<file path="src/rtl/key_led_pkg.sv">
// key_led_pkg: shared types and helpers for the key-to-LED counter.
// Debounce state encoding, key indices and counter width sizing.
package key_led_pkg;

  typedef enum logic [1:0] {
    IDLE,
    F_DOWN,
    DOWN,
    F_UP
  } db_state_t;

  localparam int KEY_INC = 0;
  localparam int KEY_DEC = 1;
  localparam int KEY_CLR = 2;

  // Bits needed to count 0..n-1, never less than one.
  function automatic int cnt_w(input int n);
    int w;
    w = $clog2(n);
    return (w < 1) ? 1 : w;
  endfunction

endpackage

</file>
<file path="src/rtl/key_debounce_rpt.sv">
// key_debounce_rpt: sync, debounce and auto-repeat for one active-low key.
// Emits a debounced level and a one-cycle pulse per press or repeat.
module key_debounce_rpt
  import key_led_pkg::*;
#(
  parameter int DEBOUNCE_CYC = 1_000_000,
  parameter int RPT_EN       = 1,
  parameter int REPEAT_DLY   = 25_000_000,
  parameter int REPEAT_PER   = 5_000_000
) (
  input  logic clk,
  input  logic rst,
  input  logic key_n,
  output logic key_state,
  output logic key_evt
);

  localparam int FW = cnt_w(DEBOUNCE_CYC);
  localparam int RMAX =
    (REPEAT_DLY > REPEAT_PER) ? REPEAT_DLY : REPEAT_PER;
  localparam int RW = cnt_w(RMAX);

  // fcnt tracks stable samples after the first one,
  // so the filter closes at DEBOUNCE_CYC-2.
  localparam logic [FW-1:0] F_LAST = FW'(DEBOUNCE_CYC - 2);
  localparam logic [RW-1:0] R_DLY  = RW'(REPEAT_DLY - 1);
  localparam logic [RW-1:0] R_PER  = RW'(REPEAT_PER - 1);

  logic          s1;
  logic          s2;
  db_state_t     st;
  logic [FW-1:0] fcnt;
  logic [RW-1:0] rcnt;
  logic          rpt_per;
  logic          press_acc;
  logic          rel_acc;
  logic          rpt_run;
  logic          rpt_hit;
  logic [RW-1:0] rpt_lim;

  assign press_acc = (st == F_DOWN) && !s2
                   && (fcnt == F_LAST);
  assign rel_acc   = (st == F_UP) && s2
                   && (fcnt == F_LAST);
  assign rpt_run   = (RPT_EN != 0)
                   && ((st == DOWN)
                   || ((st == F_UP) && !rel_acc));
  assign rpt_lim   = rpt_per ? R_PER : R_DLY;
  assign rpt_hit   = rpt_run && (rcnt == rpt_lim);

  // Two-flop synchroniser, preset to the released level.
  always_ff @(posedge clk or posedge rst) begin
    if (rst) begin
      s1 <= 1'b1;
      s2 <= 1'b1;
    end else begin
      s1 <= key_n;
      s2 <= s1;
    end
  end

  // Debounce FSM with registered level and event outputs.
  always_ff @(posedge clk or posedge rst) begin
    if (rst) begin
      st        <= IDLE;
      fcnt      <= '0;
      key_state <= 1'b1;
      key_evt   <= 1'b0;
    end else begin
      key_evt <= press_acc || rpt_hit;
      unique case (st)
        IDLE: begin
          if (!s2) begin
            st   <= F_DOWN;
            fcnt <= '0;
          end
        end
        F_DOWN: begin
          if (s2) begin
            st <= IDLE;
          end else if (press_acc) begin
            st        <= DOWN;
            key_state <= 1'b0;
          end else begin
            fcnt <= fcnt + FW'(1);
          end
        end
        DOWN: begin
          if (s2) begin
            st   <= F_UP;
            fcnt <= '0;
          end
        end
        F_UP: begin
          if (!s2) begin
            st <= DOWN;
          end else if (rel_acc) begin
            st        <= IDLE;
            key_state <= 1'b1;
          end else begin
            fcnt <= fcnt + FW'(1);
          end
        end
        default: st <= IDLE;
      endcase
    end
  end

  // Repeat timer: restarts on a fresh press only, so a
  // release bounce back into DOWN keeps the cadence.
  always_ff @(posedge clk or posedge rst) begin
    if (rst) begin
      rcnt    <= '0;
      rpt_per <= 1'b0;
    end else if (press_acc) begin
      rcnt    <= '0;
      rpt_per <= 1'b0;
    end else if (rpt_hit) begin
      rcnt    <= '0;
      rpt_per <= 1'b1;
    end else if (rpt_run) begin
      rcnt <= rcnt + RW'(1);
    end
  end

endmodule

</file>
<file path="src/rtl/key_led_multi.sv">
// key_led_multi: three debounced keys driving an up/down LED counter.
// inc/dec may auto-repeat; clr wins; wrap or saturate at the ends.
module key_led_multi
  import key_led_pkg::*;
#(
  parameter int LED_W        = 4,
  parameter int DEBOUNCE_CYC = 1_000_000,
  parameter int REPEAT_EN    = 1,
  parameter int REPEAT_DLY   = 25_000_000,
  parameter int REPEAT_PER   = 5_000_000,
  parameter int WRAP         = 1
) (
  input  logic             clk,
  input  logic             rst,
  input  logic [2:0]       key_in,
  output logic [LED_W-1:0] led,
  output logic [2:0]       key_state,
  output logic [2:0]       key_evt,
  output logic             ovf
);

  localparam logic [LED_W-1:0] LED_MAX = '1;

  logic do_clr;
  logic do_inc;
  logic do_dec;

  for (genvar i = 0; i < 3; i++) begin : g_key
    key_debounce_rpt #(
      .DEBOUNCE_CYC(DEBOUNCE_CYC),
      .RPT_EN      ((i == KEY_CLR) ? 0 : REPEAT_EN),
      .REPEAT_DLY  (REPEAT_DLY),
      .REPEAT_PER  (REPEAT_PER)
    ) u_key (
      .clk      (clk),
      .rst      (rst),
      .key_n    (key_in[i]),
      .key_state(key_state[i]),
      .key_evt  (key_evt[i])
    );
  end

  // inc+dec together cancel; clr overrides both.
  assign do_clr = key_evt[KEY_CLR];
  assign do_inc = !do_clr && key_evt[KEY_INC]
               && !key_evt[KEY_DEC];
  assign do_dec = !do_clr && key_evt[KEY_DEC]
               && !key_evt[KEY_INC];

  // Counter update with wrap/saturate and ovf pulse.
  always_ff @(posedge clk or posedge rst) begin
    if (rst) begin
      led <= '0;
      ovf <= 1'b0;
    end else begin
      ovf <= 1'b0;
      unique case (1'b1)
        do_clr: led <= '0;
        do_inc: begin
          if (led == LED_MAX) begin
            ovf <= 1'b1;
            if (WRAP != 0) led <= '0;
          end else begin
            led <= led + LED_W'(1);
          end
        end
        do_dec: begin
          if (led == '0) begin
            ovf <= 1'b1;
            if (WRAP != 0) led <= LED_MAX;
          end else begin
            led <= led - LED_W'(1);
          end
        end
        default: ;
      endcase
    end
  end

endmodule

</file>
<file path="config.mk">
export PLATFORM = sky130hd
export DESIGN_NAME = key_led_multi
export DESIGN_NICKNAME = d
export VERILOG_FILES = /design/src/rtl/key_led_pkg.sv /design/src/rtl/key_debounce_rpt.sv /design/src/rtl/key_led_multi.sv
export SDC_FILE = /design/constraint.sdc
export NUM_CORES = 1
export LEC_CHECK = 0
export ABC_AREA = 1
export CAP_MARGIN = 30
export CORE_MARGIN = 1.5
export CORE_UTILIZATION = 60
export CTS_CLUSTER_DIAMETER = 60
export DETAILED_ROUTE_END_ITERATION = 16
export PLACE_DENSITY = 0.77
export RECOVER_POWER = 50
export SKIP_LAST_GASP = 1
export SLEW_MARGIN = 20
export SYNTH_ARGS = -nofsm -noshare
export SYNTH_HDL_FRONTEND = slang
export SYNTH_SLANG_ARGS = --single-unit
</file>
<file path="constraint.sdc">
create_clock -name clk -period 8.7 [get_ports clk]
set_input_delay 0.87 -clock clk [delete_from_list [all_inputs] [get_ports clk]]
set_output_delay 0.87 -clock clk [all_outputs]
set_load 0.03 [all_outputs]
</file>
# --- Word-level counts from Yosys, hierarchy flattened ---
# Cells that the tools add are included.
totals:
  elab_cells: 204
  ff_bits: 135
  output_inout_bits: 11
classes:
  eq_ne: 45
  reduce_logical: 53
  add_sub_neg: 7
  muxes: 75
op_table:
  columns: ["op", "count"]
  rows:
  - ["$mux 20", 18]
  - ["$pmux 20 s4", 3]
  - ["$mux 25", 8]
  - ["$add 20x1->20 const B", 3]
  - ["$eq 20x20->1 const B", 3]
  - ["$add 25x1->25 const B", 2]
  - ["$eq 25x25->1", 2]
  - ["$mux 2", 18]
  - ["$ne 2x1->1 const B", 12]
  - ["$ne 2x2->1 const B", 12]
  - ["$pmux 2 s4", 3]
  - ["$logic_and 1x1->1", 20]
  - ["$mux 1", 18]
  - ["$reduce_and 6->1", 3]
  - ["$reduce_and 5->1", 3]
  - ["$eq 2x2->1 const B", 6]
  - ["$pmux 4 s3", 1]
  - ["$reduce_and 4->1", 3]
  - ["$reduce_bool 2->1", 5]
  - ["$ne 3x1->1 const B", 3]
  - ["$ne 3x3->1 const B", 3]
  - ["$reduce_bool 3->1", 3]
  - ["$logic_not 1->1", 8]
  - ["$mux 4", 2]
  - ["8 further kinds", 18]

# --- Longest topological paths before layout ---
# Gate-level depths: netlist of run 1.
logic_depth:
  word_depth: 9
  ltp_mapped: 13
  depth_no_buf: 12

# --- Hierarchy ---
# Synthesis of run 1 repeated with hierarchy kept, for this count alone.
unflattened:
  hier_cells: 1345
  area_unflattened_um2: 9293.9
by_module_without_submodules:
  columns: ["module", "area_each_um2", "cells_per_inst", "seq_area_each_um2", "n_inst"]
  rows:
  - ["key_debounce_rpt at g_key[1].u_key", 3606.0, 528, 1305.0, 1]
  - ["key_debounce_rpt at g_key[0].u_key", 3598.5, 526, 1305.0, 1]
  - ["key_debounce_rpt at g_key[2].u_key", 1687.9, 234, 654.4, 1]
  - ["key_led_multi", 401.6, 57, 125.1, 1]

# --- Worst setup path before layout of run 1 ---
# Ideal clock, no wire load.
synth_path:
  kind: "flip-flop to flip-flop"
  start: "register g_key[1].u_key.fcnt[0]"
  end: "register g_key[1].u_key.fcnt[9]"
  setup_slack_ns: 6.941
  stages_incl_launch_ff: 12
  setup_time_ns: 0.119
  n_path_buf: 2
  arrival_time_ns: 1.640
  path_cell_list: "dfrtp_1 -> inv_1 -> ha_1 -> nand2_1 -> nor2_1 -> nand3_4 -> nor2_8 -> nor2_2 -> buf_6 -> buf_6 -> nand2_1 -> o21ai_2"
synth_between:
  elab_chain_cells: 4
  elab_cells_between_ends: 12
  classes_between: "1 x add/sub; 3 x eq/ne; 5 x mux; 3 x reduce/logical"
synth_rtl:
  columns: ["item", "line", "source"]
  rows:
  - ["start: declaration", "key_debounce_rpt.sv:32", "logic [FW-1:0] fcnt;"]
  - ["start signal: assignment", "key_debounce_rpt.sv:85", "fcnt <= fcnt + FW'(1);"]
  - ["start signal: assignment", "key_debounce_rpt.sv:101", "fcnt <= fcnt + FW'(1);"]
  - ["$add 20x1->20 / $eq 20x20->1 (equally long branches)", null, null]
  - ["$mux 20, or another cell as far along", "key_debounce_rpt.sv:97", "end else if (rel_acc) begin"]
  - ["$mux 20, or another cell as far along", "key_debounce_rpt.sv:95", "if (!s2) begin"]
  - ["$pmux 20 s4 / $reduce_and 6->1 (equally long branches)", null, null]
# Parallel ways exist; a longest one is shown, timed or not. The select of a mux whose other input is x is not followed.
# A chain may end at the register's enable or synchronous reset.

==> impl_metrics.env, run 1 <==
export IMPL_fin_area_sq_um=10200
export IMPL_power_frac_comb_pct=2.9
export IMPL_max_slew_margin_pct=-131
export IMPL_netlist_area_sq_um=9440
export IMPL_syn_nets=1413
export IMPL_r2r_start="g_key[1].u_key.st[0]"
export IMPL_yosys_register_bits=135
export IMPL_met3_length_um=1670
export IMPL_swShare_pct=21.1
export IMPL_period_share_pct=44.0
export IMPL_fin_nets=1406
export IMPL_met2_length_um=10200
export IMPL_critPathSlowestCell="clkinvlp_2"
export IMPL_fill_cells=1378
export IMPL_cp_slowest_stage_delay_ns=1.93
export IMPL_hp_class="register to register"
export IMPL_rr_worst_depth=8
export IMPL_drive_gt1_share_pct=5.91
export IMPL_setup_violations_final=0
export IMPL_drt_wl_total_um=23400
export IMPL_hold_start="g_key[0].u_key.s1"
export IMPL_rsz0062_at_grt="false"
export IMPL_synth_cells=1398
export IMPL_status="finished with violations"
export IMPL_hold_depth=0
export IMPL_io_pins=16
export IMPL_fmax_mhz=261
export IMPL_powerDensity_nw_per_um2=151
export IMPL_cap_viol_max_count=2
export IMPL_slew_violations=97
export IMPL_hold_viol=0
export IMPL_die_height_um=128
export IMPL_reg2reg_to="g_key[1].u_key.fcnt[1]"
export IMPL_arrival_ns=4.30
export IMPL_grt_max_degree=77
export IMPL_vias=9078
export IMPL_rrSetupSlack_ns=5.45
export IMPL_worstMarginPinSlew_ns=3.45
export IMPL_path_cells="dlygate4sd3_1 > clkinvlp_2 > buf_4"
export IMPL_initial_core_util_pct=61.9
export IMPL_grt_pass1_wl_um=39700
export IMPL_power_share_clock_pct=54.8
export IMPL_syn2layout_area_growth_pct=7.69
export IMPL_switching_power_uw=325
export IMPL_cts_resized=0
export IMPL_end_kind="asynchronous set/reset pin"
export IMPL_hold_buffers=0
export IMPL_coreArea_sq_um=15300
export IMPL_grt_remaining_overflow=0
export IMPL_seqPwrFrac_pct=42.3
export IMPL_wl_per_cell_um=14.5
export IMPL_violations="capacitance limit, slew limit"
export IMPL_die_width_um=128
export IMPL_crit_fanout=76
export IMPL_clkLatencyLatePin_ns=0.43
export IMPL_fin_skew_ns=0.00979
export IMPL_portBuffers=15
export IMPL_dr_first_iter_drc_count=908
export IMPL_placed_area_sq_um=9580
export IMPL_power_ir_vdd_worst_uv=150
export IMPL_drc=0
export IMPL_hpwl_um=16400
export IMPL_rows=45
export IMPL_crit_type="input port to asynchronous set/reset pin"
export IMPL_yosysSeqAreaShare_pct=35.9
export IMPL_p_leak_nw=4.57
export IMPL_antenna_found_initial=0
export IMPL_cts_buffers=17
export IMPL_die_area_sq_um=16500
export IMPL_gp_congestion=0.958
export IMPL_htreeDepth=4
export IMPL_post_cts_buffers=0
export IMPL_grt_util_all_layers_pct=29.8
export IMPL_path_clk_slew_ns=0.06
export IMPL_internal_power_mw=1.21
export IMPL_cts_tree="built"
export IMPL_postSynthAreaPerCell_sq_um=6.75
export IMPL_diodes=0
export IMPL_wl_met1_um=11200
export IMPL_worstPathRequired_ns=9.17
export IMPL_fin_crit_ns=3.83
export IMPL_cts_num_sinks=135
export IMPL_root_buffer="clkbuf_16"
export IMPL_fin_setup_tns_ns=0
export IMPL_topRoutingLayerUsed="met4"
export IMPL_grt_pass1_vias=8153
export IMPL_drtPass1Iterations=7
export IMPL_vias_per_cell=5.62
export IMPL_ys_types=43
export IMPL_synth_warning_count=0
export IMPL_holdPathEnd="g_key[0].u_key.s2"
export IMPL_cp_start_kind="input port"
export IMPL_cts_buffer_depth=2
export IMPL_ant_nets=0
==> cell families after synthesis <==
logic type      count (synthesis)  share of synthesized area [%]
compound gates                 97                           6.50
buf+inv                       221                           10.2
simple gates                  894                           42.3
xor+xnor                       41                           3.80
fa+ha+maj                      10                           1.33
flops                         135                           35.9
==> metal layers <==
| layer | global-route usage [%] | up-vias |
|---|---|---|
| met1 | 43.8 | 4181 |
| met5 | 0 | - |
| met3 | 5.74 | 40 |
| met4 | 8.72 | 0 |
| met2 | 45.1 | 341 |
| li1 | - | 4516 |
==> cells in the final DEF (no fill, tap or decap), types with 3 or more instances in the layout <==
master | synthesis | layout
nand2_1 | 410 | 413
nor2_1 | 195 | 199
inv_1 | 163 | 163
dfrtp_1 | 126 | 126
nand3_1 | 107 | 107
nand4_1 | 103 | 103
o21ai_0 | 39 | 50
nor3_1 | 42 | 42
xor2_1 | 32 | 32
clkbuf_16 | 0 | 17
o21ai_1 | 14 | 14
o31ai_1 | 13 | 13
ha_1 | 10 | 10
clkdlybuf4s50_1 | 0 | 10
inv_2 | 10 | 9
nand2_2 | 12 | 9
xnor2_1 | 9 | 9
dfstp_2 | 9 | 8
bufinv_16 | 0 | 7
a21oi_1 | 4 | 6
nand4_2 | 5 | 5
o21ai_2 | 16 | 5
clkinv_2 | 0 | 5
dlygate4sd3_1 | 0 | 5
or2_2 | 4 | 4
nor4_1 | 3 | 3
clkbuf_1 | 5 | 3
==> Yosys cell counts, drive strengths merged <==
| library cell | count | area (sq um) |
|---|---|---|
| a21boi | 2 | 15.0 |
| a21oi | 6 | 45.1 |
| a22o | 1 | 8.76 |
| a31oi | 2 | 12.5 |
| buf | 40 | 282 |
| clkbuf | 5 | 18.8 |
| clkinv | 2 | 7.51 |
| dfrtp | 126 | 3150 |
| dfstp | 9 | 236 |
| ha | 10 | 125 |
| inv | 174 | 656 |
| nand2 | 422 | 1610 |
| nand3 | 111 | 591 |
| nand3b | 1 | 7.51 |
| nand4 | 108 | 707 |
| nor2 | 203 | 816 |
| nor3 | 42 | 210 |
| nor4 | 3 | 18.8 |
| o21ai | 69 | 405 |
| o21bai | 1 | 7.51 |
| o221ai | 1 | 8.76 |
| o22ai | 2 | 12.5 |
| o31ai | 13 | 97.6 |
| or2 | 4 | 25.0 |
| xnor2 | 9 | 78.8 |
| xor2 | 32 | 280 |
==> sequential cells by signal (all words and copies together) (netlist names), named ones only <==
register / cells
ovf: 1
g_key.u_key.rcnt: 50
g_key.u_key.st: 3
g_key.u_key.s2: 3
g_key.u_key.s1: 3
g_key.u_key.key_state: 3
g_key.u_key.rpt_per: 2
led: 4
g_key.u_key.fcnt: 60
g_key.u_key.key_evt: 3
==> cell type report <==
class	count	area, sq um	area share [%]
timing repair buffer	19	176	1.74
multi-input combinational	1042	4990	49.1
clock inverter	14	253	2.49
sequential	135	3390	33.3
inverter	176	664	6.54
tap	211	264	2.60
clock buffer	18	429	4.22
==> power groups by stage <==
stage | combinational, mW | sequential, mW | clock [mW]
global placement | 0.0462 | 0.660 | 0
global route | 0.0524 | 0.651 | 0.882
CTS | 0.0478 | 0.649 | 0.854
finish | 0.0444 | 0.650 | 0.843
floorplan | 0.0395 | 0.655 | 0
detailed placement | 0.0476 | 0.660 | 0
==> critical path, delay by kind of cell <==
| kind | cells | cell delay, ns |
|---|---|---|
| buffers and inverters | 3 | 3.34 |
==> how the worst max path moves through the flow <==
stage / startpoint / end / slack [ns]
after global placement: rst / g_key[1].u_key.fcnt[9] / 6.00
final: rst / g_key[1].u_key.fcnt[9] / 4.87
after detailed placement: rst / g_key[1].u_key.fcnt[9] / 5.99
after floorplan: rst / asynchronous set/reset pin / 4.23
after CTS: g_key[1].u_key.st[0] / g_key[1].u_key.rcnt[17] / 6.01
after global routing: rst / g_key[1].u_key.rcnt[19] / 4.17
==> metrics by stage <==
stage / total power [mW] / hold slack (ns) / setup WS, ns / utilization [%] / cells
final: 1.54 / 0.357 / 4.87 / 66.6 / 1615
after global routing: 1.59 / 0.365 / 4.17 / 66.6 / 1615
after CTS: 1.55 / 0.362 / 6.01 / 67.3 / 1614
after detailed placement: 0.708 / 0.347 / 5.99 / 62.8 / 1582
after global placement: 0.706 / 0.346 / 6.00 / 62.7 / 1581
after floorplan: 0.694 / 0.345 / 4.23 / - / 1398
(Power assumes the default switching activity.)
==> inputs of run 2 (changes only) <==
--- a/config.mk
+++ b/config.mk
@@ -8,10 +8,10 @@
 export ABC_AREA = 1
 export CAP_MARGIN = 30
 export CORE_MARGIN = 1.5
-export CORE_UTILIZATION = 60
+export CORE_UTILIZATION = 58
 export CTS_CLUSTER_DIAMETER = 60
 export DETAILED_ROUTE_END_ITERATION = 16
-export PLACE_DENSITY = 0.77
+export PLACE_DENSITY = 0.78
 export RECOVER_POWER = 50
 export SKIP_LAST_GASP = 1
 export SLEW_MARGIN = 20
==> constraint.sdc (replaced) <==
create_clock -name clk -period 3.3 [get_ports clk]
set_input_delay 0.33 -clock clk [delete_from_list [all_inputs] [get_ports clk]]
set_output_delay 0.33 -clock clk [all_outputs]
set_load 0.03 [all_outputs]
==> run 2 against run 1 <==
Compared with the run above: worst hold slack better by 0.0026 ns; total power grew 140%; critical path depth increased by 7; the flow now finishes without violations; clock skew rose by 0.0040 ns; via count up 0.13%; critical endpoint is now g_key[1].u_key.rcnt[10]; sequential power rose to 2.6 times the previous value; routed wire length down 2.2%; core utilization fell by 2.5 points; largest cell class unchanged; sequential share of layout area is 0.066 points lower; register-to-register slack got worse by 4.5 ns; worst setup slack worse by 4.0 ns; cell count increased by 0.56%.
==> impl_metrics.env, run 2 (synthesis results as in run 1) <==
export IMPL_cp_slowest_stage_delay_ns=0.42
export IMPL_grt_pass1_vias=8139
export IMPL_die_area_sq_um=17000
export IMPL_root_buffer="clkbuf_16"
export IMPL_power_frac_comb_pct=3.8
export IMPL_r2r_start="g_key[1].u_key.fcnt[0]"
export IMPL_cts_resized=0
export IMPL_powerDensity_nw_per_um2=356
export IMPL_setup_violations_final=0
export IMPL_hold_depth=0
export IMPL_coreArea_sq_um=15900
export IMPL_cp_top_family="simple AND/OR/NAND/NOR gates"
export IMPL_drc=0
export IMPL_fin_crit_ns=2.39
export IMPL_syn2layout_area_growth_pct=7.90
export IMPL_power_share_clock_pct=49.2
export IMPL_fmax_mhz=419
export IMPL_rsz0062_at_grt="false"
export IMPL_p_total_mw=3.62
export IMPL_htreeDepth=4
export IMPL_hold_buffers=0
export IMPL_path_cells="inv_1 > ha_1 > nand2_1 > nor2_1 > nand3_4 > o21ai_2 > nand2_2 > inv_4 > nand2_1 > nand2_1"
export IMPL_cts_buffers=17
export IMPL_p_leak_nw=4.57
export IMPL_status="completed"
export IMPL_fin_setup_tns_ns=0
export IMPL_mostFrequentLayoutCells="nand2_1 (410), nor2_1 (195), inv_1 (162), dfrtp_1 (126), nand3_1 (107)"
export IMPL_critPathSlowestCell="dfrtp_1"
export IMPL_power_ir_vdd_worst_uv=446
export IMPL_fin_nets=1410
export IMPL_crit_type="register to register"
export IMPL_antenna_found_initial=0
export IMPL_seqPwrFrac_pct=47.1
export IMPL_ant_nets=0
export IMPL_hpwl_um=16500
export IMPL_clkLatencyLatePin_ns=0.43
export IMPL_reg_top3="g_key.u_key.fcnt (60), g_key.u_key.rcnt (50), led (4)"
export IMPL_drt_wl_total_um=22900
export IMPL_cap_viol_max_count=0
export IMPL_drive_gt1_share_pct=7.39
export IMPL_die_width_um=131
export IMPL_worstMarginPinSlew_ns=1.18
export IMPL_path_clk_slew_ns=0.05
export IMPL_io_pins=16
export IMPL_gp_congestion=0.980
export IMPL_hp_class="register to register"
export IMPL_swShare_pct=23.0
export IMPL_rows=46
export IMPL_fin_skew_ns=0.0138
export IMPL_cts_buffer_depth=2
export IMPL_grt_pass1_wl_um=38700
export IMPL_holdPathEnd="g_key[2].u_key.s2"
export IMPL_layout_commonest_cell="nand2_1"
export IMPL_cp_start_kind="register"
export IMPL_post_cts_buffers=0
export IMPL_regMostFlops="g_key.u_key.fcnt"
export IMPL_wl_per_cell_um=14.1
export IMPL_arrival_ns=2.75
export IMPL_crit_buf_inv=2
export IMPL_hold_ws_ns=0.360
export IMPL_max_slew_margin_pct=21.2
export IMPL_hold_viol=0
export IMPL_grt_util_all_layers_pct=28.4
export IMPL_crit_top_cell="nand2_1"
export IMPL_end_kind="register"
export IMPL_period_share_pct=72.4
export IMPL_largest_register_ffs=60
export IMPL_rr_worst_depth=10
export IMPL_drtPass1Iterations=6
export IMPL_cts_num_sinks=135
export IMPL_vias=9090
export IMPL_grt_max_degree=58
export IMPL_grt_remaining_overflow=0
export IMPL_dr_first_iter_drc_count=999
export IMPL_crit_fanout=20
export IMPL_vias_per_cell=5.60
export IMPL_switching_power_uw=834
export IMPL_slew_violations=0
export IMPL_initial_core_util_pct=59.4
export IMPL_die_height_um=131
export IMPL_hold_start="g_key[2].u_key.s1"
export IMPL_cts_tree="built"
export IMPL_internal_power_mw=2.79
export IMPL_worstPathRequired_ns=3.66
export IMPL_rrSetupSlack_ns=0.91
export IMPL_diodes=0
export IMPL_portBuffers=15
export IMPL_reg2reg_to="g_key[1].u_key.rcnt[10]"
-- run 2: layout make-up --
class	count	area (sq um)
Clock buffer	27	483
Multi-Input combinational cell	1042	5090
Sequential cell	135	3390
Inverter	176	664
Timing Repair Buffer	23	239
Fill cell	1433	5700
Clock inverter	5	52.6
Tap cell	216	270
-- run 2: power groups by stage --
stage | registers (mW) | clock network, mW | logic (mW)
final | 1.71 | 1.78 | 0.136
after global routing | 1.71 | 1.87 | 0.156
after CTS | 1.70 | 1.80 | 0.140
after detailed placement | 1.73 | 0 | 0.139
after global placement | 1.73 | 0 | 0.136
after floorplan | 1.73 | 0 | 0.105
-- run 2: worst max path at each step --
stage | cells after the start | slack (ns) | start | to
4_1_cts | 10 | 0.94 | g_key[1].u_key.fcnt[0] | g_key[1].u_key.rcnt[10]
5_1_grt | 10 | 0.73 | g_key[1].u_key.fcnt[0] | g_key[1].u_key.rcnt[10]
2_1_floorplan | 1 | 1.30 | rst | asynchronous set/reset pin
3_5_place_dp | 9 | 0.98 | g_key[1].u_key.fcnt[0] | g_key[1].u_key.rcnt[2]
3_3_place_gp | 10 | 0.99 | g_key[0].u_key.fcnt[0] | g_key[0].u_key.fcnt[15]
6_report | 10 | 0.91 | g_key[1].u_key.fcnt[0] | g_key[1].u_key.rcnt[10]
-- run 2: routing by layer --
layer	track usage (%)	up-vias	part of all wire [%]
met5	0	-	0
met4	10.9	0	1.8
met3	4.28	35	5.6
met2	43.0	306	44
met1	41.3	4230	49
li1	-	4519	-
-- run 2: per-stage QoR --
step           std cells  setup slack [ns]  instance area, sq um  utilization, %
2_1_floorplan       1398              1.30                  9440               -
3_3_place_gp        1591             0.989                  9640            60.7
3_5_place_dp        1592             0.980                  9650            60.8
4_1_cts             1624             0.940                 10200            64.1
5_1_grt             1624             0.734                 10200            64.1
6_report            1624             0.912                 10200            64.1
